<file path="src/rtl/collision_hp_tracker.sv">
// ============================================================================
// Module  : collision_hp_tracker
// Brief   : Per-frame player/obstacle overlap counter driving HP, i-frames,
//           sprite blink and game-over.
// Revision: 1.0 - initial release
// ============================================================================
`default_nettype none

module collision_hp_tracker #(
    parameter int HP_MAX      = 20,
    parameter int DAMAGE      = 1,
    parameter int MIN_OVERLAP = 4,
    parameter int IFRAMES     = 30
) (
    input  logic       clk,
    input  logic       reset,
    input  logic       i_frame_tick,
    input  logic       i_pixel_valid,
    input  logic       i_draw_player,
    input  logic       i_draw_obstacle,
    input  logic       i_restart,
    output logic [7:0] o_hp,
    output logic       o_hit_pulse,
    output logic       o_invuln,
    output logic       o_game_over,
    output logic       o_player_visible
);

    localparam logic [7:0] C_HP_MAX      = 8'(HP_MAX);
    localparam logic [7:0] C_DAMAGE      = 8'(DAMAGE);
    localparam logic [7:0] C_MIN_OVERLAP = 8'(MIN_OVERLAP);
    localparam logic [7:0] C_IFRAMES     = 8'(IFRAMES);

    typedef enum logic [1:0] {
        ST_ALIVE  = 2'd0,
        ST_INVULN = 2'd1,
        ST_DEAD   = 2'd2
    } state_t;

    state_t     r_state;
    state_t     w_state_nx;
    logic [7:0] r_overlap_cnt;
    logic [7:0] r_iframe_cnt;
    logic [7:0] w_iframe_nx;
    logic [7:0] w_hp_nx;
    logic [7:0] w_new_hp;
    logic [2:0] r_blink_cnt;
    logic [2:0] w_blink_nx;
    logic       w_hit_nx;
    logic       w_vis_nx;
    logic       w_overlap_px;
    logic [8:0] w_overlap_sum;
    logic       w_hit_now;

    always_comb begin
        w_overlap_px  = i_pixel_valid & i_draw_player & i_draw_obstacle;
        // A pixel coincident with the tick still belongs to the ending frame.
        w_overlap_sum = {1'b0, r_overlap_cnt} + {8'd0, w_overlap_px};
        w_hit_now     = (w_overlap_sum >= {1'b0, C_MIN_OVERLAP});
        w_new_hp      = (o_hp <= C_DAMAGE) ? 8'd0 : (o_hp - C_DAMAGE);

        w_state_nx  = r_state;
        w_hp_nx     = o_hp;
        w_iframe_nx = r_iframe_cnt;
        w_blink_nx  = r_blink_cnt;
        w_hit_nx    = 1'b0;

        if (i_frame_tick) begin
            w_blink_nx = r_blink_cnt + 3'd1;
            if (i_restart) begin
                w_state_nx  = ST_ALIVE;
                w_hp_nx     = C_HP_MAX;
                w_iframe_nx = 8'd0;
            end else begin
                case (r_state)
                    ST_ALIVE: begin
                        if (w_hit_now) begin
                            w_hit_nx = 1'b1;
                            w_hp_nx  = w_new_hp;
                            if (w_new_hp == 8'd0) begin
                                w_state_nx  = ST_DEAD;
                                w_iframe_nx = 8'd0;
                            end else begin
                                w_state_nx  = ST_INVULN;
                                w_iframe_nx = C_IFRAMES;
                            end
                        end
                    end
                    ST_INVULN: begin
                        if (r_iframe_cnt <= 8'd1) begin
                            w_state_nx  = ST_ALIVE;
                            w_iframe_nx = 8'd0;
                        end else begin
                            w_iframe_nx = r_iframe_cnt - 8'd1;
                        end
                    end
                    ST_DEAD: begin
                        w_hp_nx = 8'd0;
                    end
                    default: begin
                        w_state_nx = ST_ALIVE;
                    end
                endcase
            end
        end

        case (w_state_nx)
            ST_ALIVE:  w_vis_nx = 1'b1;
            ST_INVULN: w_vis_nx = ~w_blink_nx[2];
            default:   w_vis_nx = 1'b0;
        endcase
    end

    always_ff @(posedge clk or posedge reset) begin
        if (reset) begin
            r_state          <= ST_ALIVE;
            r_overlap_cnt    <= 8'd0;
            r_iframe_cnt     <= 8'd0;
            r_blink_cnt      <= 3'd0;
            o_hp             <= C_HP_MAX;
            o_hit_pulse      <= 1'b0;
            o_invuln         <= 1'b0;
            o_game_over      <= 1'b0;
            o_player_visible <= 1'b1;
        end else begin
            if (i_frame_tick) begin
                r_overlap_cnt <= 8'd0;
            end else if (w_overlap_px && (r_overlap_cnt != 8'hFF)) begin
                r_overlap_cnt <= r_overlap_cnt + 8'd1;
            end
            r_state          <= w_state_nx;
            r_iframe_cnt     <= w_iframe_nx;
            r_blink_cnt      <= w_blink_nx;
            o_hp             <= w_hp_nx;
            o_hit_pulse      <= w_hit_nx;
            o_invuln         <= (w_state_nx == ST_INVULN);
            o_game_over      <= (w_state_nx == ST_DEAD);
            o_player_visible <= w_vis_nx;
        end
    end

endmodule

`default_nettype wire

</file>
<file path="config.mk">
export PLATFORM = sky130hd
export DESIGN_NAME = collision_hp_tracker
export DESIGN_NICKNAME = d
export VERILOG_FILES = /design/src/rtl/collision_hp_tracker.sv
export SDC_FILE = /design/constraint.sdc
export NUM_CORES = 1
export LEC_CHECK = 0
export ABC_AREA = 0
export ABC_CLOCK_PERIOD_IN_PS = 1900
export BUFFER_PORTS_ARGS = -buffer_cell sky130_fd_sc_hd__buf_4
export CORE_MARGIN = 2
export CORE_UTILIZATION = 38
export CTS_BUF_LIST = sky130_fd_sc_hd__clkbuf_8
export CTS_CLUSTER_DIAMETER = 80
export DETAILED_ROUTE_END_ITERATION = 7
export PLACE_DENSITY_LB_ADDON = 0.25
export SLEW_MARGIN = 40
export SYNTH_ARGS = -nofsm -noshare
export SYNTH_HDL_FRONTEND = slang
export SYNTH_SLANG_ARGS = --single-unit
</file>
<file path="constraint.sdc">
create_clock -name clk -period 1.9 [get_ports clk]
set_input_delay 0 -clock clk [delete_from_list [all_inputs] [get_ports clk]]
set_output_delay 0 -clock clk [all_outputs]
set_load 0.005 [all_outputs]
</file>
==> impl_metrics.toml <==
[status]
status = "finished with violations"
violations = "setup timing"

[critical_path]
worst-setup-path-type = "flop to flop"
r2r_slack_ps = -1
worst_setup_path_start_kind = "flop"
reg2regPathDepth = 7
end_kind = "flop"
crit_path_frequent_cell = "ha_4"
path_cells = "ha_4 > ha_4 > xnor2_2 > nand2_2 > a21oi_2 > or3_4 > o41ai_2"
required_ps = 2090
critPathMaxStageDelay_ps = 430
reg2reg_to = "o_hp[5]"
rr_startpoint = "r_overlap_cnt[0]"
cp_max_fo = 5
crit_slowest_cell = "or3_4"
worstPathArrival_ps = 2090

[cells_and_area]
nets = 265
drive_above_1_share = 0.3625
final_cells = 321
diodes = 0
areaGrowthSynthToFinish_pct = 32.09
final_util = 0.5136
fillers = 470

[synthesis]
yosys.area.top_type = "dfrtp_1"
synth_edf_count = 0
synth-seq-area-share = 0.4204
yosysWarnings = 0
synthesis.area_um2 = 1973
synth_ff_type = "dfrtp_1"
synthTopCellsByArea = "dfrtp_1 38%, o31ai_1 5.7%, ha_1 5.1%, dfstp_2 4.0%, nor2_1 3.4%"
avgSynthCellArea_um2 = 9.768
synthArstFlopShare = 1.000
synth_seq_cells = 33
ys_types = 51
synth.top_cell.area_share = 0.3805
syn_inst = 202
syn_nets = 217

[timing]
fin_crit_sh = 1.001
fin_ws_ps = -1.189
max_freq_ghz = 0.5260
hold_viol = 0
slew_headroom = 0.5548
rsz0062_at_grt = "yes"
slew_violations = 0
period_needed_ps = 1901
skew_ps = 4.888
worst_slew_pin_slew_ps = 663.3
setup_viol = 1

[worst_hold_path]
min_from = "i_frame_tick"
min_path_cells = 2
hp-class = "input port to flop"
min_to = "r_overlap_cnt[7]"

[floorplanning]
dieHeight_um = 76.06
fp.dieW_um = 76.06
initial_core_util = 0.3888
dieArea_um2 = 5785
row_count = 26
core_area_um2 = 5075
pin_count = 19

[pwr]
intPower_w = 0.001280
ir_drop_mv = 0.3786
p_switching_w = 0.0005792
p_sw_frac = 0.3115
leakagePower_nw = 1.107
p_clk_frac = 0.280
pwr-share-comb = 0.285
p_seq_frac = 0.435
p_per_area_nw_per_um2 = 713.4

[placement]
dp_hpwl_mm = 3.189
port_buffers = 18
dp.cells = 306
globalplace.congestion = 0.8287

[run]
cap_violations = 0

[routing]
drtIter0Drc = 134
drt-vias-per-instance = 5.458
detail_route.wl_per_cell_um = 14.96
drt.antenna.violating_nets = 0
vias = 1752
drc_errors = 0
routed_wirelength_mm = 4.803
dr.pass1.iters = 4

[clock_tree]
cts.reportedPaths.clkPinSlew_ps = 70
clockRootBuffer = "clkbuf_8"
h-tree-depth = 2
clk_path_buf_depth = 2
cts_buffers = 5
clkLatencyLatePin_ps = 290
cts_sinks = 33
cts_tree = "built"

[global_routing]
grt_first_pass_wirelength_mm = 7.741
grt_max_degree = 34
antenna_found_initial = 0
overflow = 0
track_usage = 0.1670
grt_pass1_vias = 1650
[cells in the final DEF (no fill, tap or decap), types with 3 or more instances in the layout]
cell type and count:
o31ai_1 12, dfrtp_1 29, o31ai_2 3, nor2_1 17, ha_1 4, o31a_1 5, nand2_1 9, nand3_1 9
xor2_1 3, buf_4 42, nor3_1 9, o21ai_1 8, dfstp_2 3, o21ai_0 8, nand4_1 3, ha_4 3
or3_4 3, clkbuf_8 5, a21oi_1 6, xnor2_1 5, inv_1 9
[per-stage QoR]
step | TNS (ps) | setup slack, ps | cell area (um^2) | power (W) | hold WS (ps)
global placement | 0 | 3.327 | 2352 | 0.001290 | 132.7
detailed placement | -132.4 | -42.25 | 2352 | 0.001297 | 133.9
floorplan | -0.6496 | -0.6496 | 2007 | 0.001121 | 126.6
CTS | -21.67 | -21.67 | 2459 | 0.001830 | 26.32
finish | -1.189 | -1.189 | 2606 | 0.001859 | 32.84
global route | -458.9 | -77.74 | 2606 | 0.001978 | 30.71
[state kept, by name, summed over array words and instances (netlist names)]
register,cells
o_game_over,1
o_invuln,1
r_iframe_cnt,8
o_hit_pulse,1
r_blink_cnt,3
o_hp,8
r_overlap_cnt,8
o_player_visible,1
r_state,2
[power by group through the flow]
| stage | clock [W] | sequential (W) | combinational, W |
|---|---|---|---|
| finish | 0.000520 | 0.000809 | 0.000530 |
| global route | 0.000582 | 0.000814 | 0.000582 |
| CTS | 0.000543 | 0.000807 | 0.000480 |
| detailed placement | 0 | 0.000821 | 0.000476 |
| global placement | 0 | 0.000820 | 0.000469 |
| floorplan | 0 | 0.000829 | 0.000292 |
[layout make-up]
class                      instances  area (um^2)  area share
clock inverter                     3        17.52    0.006721
sequential                        33        830.8      0.3188
timing repair buffer              46        352.8      0.1354
tap                               70        87.58     0.03361
inverter                          11        41.29     0.01584
clock buffer                       5        68.82     0.02640
multi-input combinational        153         1207      0.4633
[layer usage]
layer  vias up  wire (um)  GRT usage
li1        853          -          -
met1       856       2253     0.2262
met2        37       2314     0.2571
met3         6        163    0.03791
met4         0         72    0.07273
met5         -          0          0
[synthesized netlist by cell type, drive strengths merged (2+ instances only)]
master,n
a2111oi,2
a211oi,2
a21oi,7
and2,3
and3,3
buf,4
dfrtp,30
dfstp,3
ha,8
inv,11
nand2,10
nand3,10
nand4,3
nor2,18
nor3,9
nor4,3
o211ai,2
o21a,2
o21ai,16
o22ai,2
o311ai,2
o31a,5
o31ai,16
o41ai,2
or2,2
or3,5
xnor2,6
xor2,3
[kinds of logic after synthesis]
group / synth area share
AO/OA/AOI/OAI: 0.2555
XOR/XNOR: 0.03995
adder cells (fa/ha/maj): 0.05073
buffers and inverters: 0.03551
flip-flops: 0.4204
multiplexers: 0.01078
AND/OR/NAND/NOR: 0.1871
[how the worst max path moves through the flow]
stage                                 from  endpoint  slack, ps  depth (start not counted)
after global placement    r_overlap_cnt[0]   o_hp[5]          3                          7
after CTS                 r_overlap_cnt[0]   o_hp[5]        -20                          7
after detailed placement  r_overlap_cnt[0]   o_hp[5]        -40                          7
after global routing      r_overlap_cnt[0]   o_hp[5]        -80                          7
after floorplan           r_overlap_cnt[0]   o_hp[1]       -0.6                          7
final                     r_overlap_cnt[0]   o_hp[5]         -1                          7
[what timing repair did]
action | 4_1_cts | 5_1_grt
setup endpoints to repair | 10 | 19
cloned | 0 | 1
pin swaps | 1 | 8
buffers inserted | 0 | 5
endpoints found under the hold margin | 30 | 0
hold buffers | 1 | 0
gates resized for setup | 2 | 25
[worst max-delay path, delay by kind of cell, from the launching register on]
kind                     cells  cell delay (ps)
AO/OA/AOI/OAI                2              350
adder cells (fa/ha/maj)      2              340
XOR/XNOR                     1              130
flip-flops                   1              410
AND/OR/NAND/NOR              2              570
(Power assumes the default switching activity.)
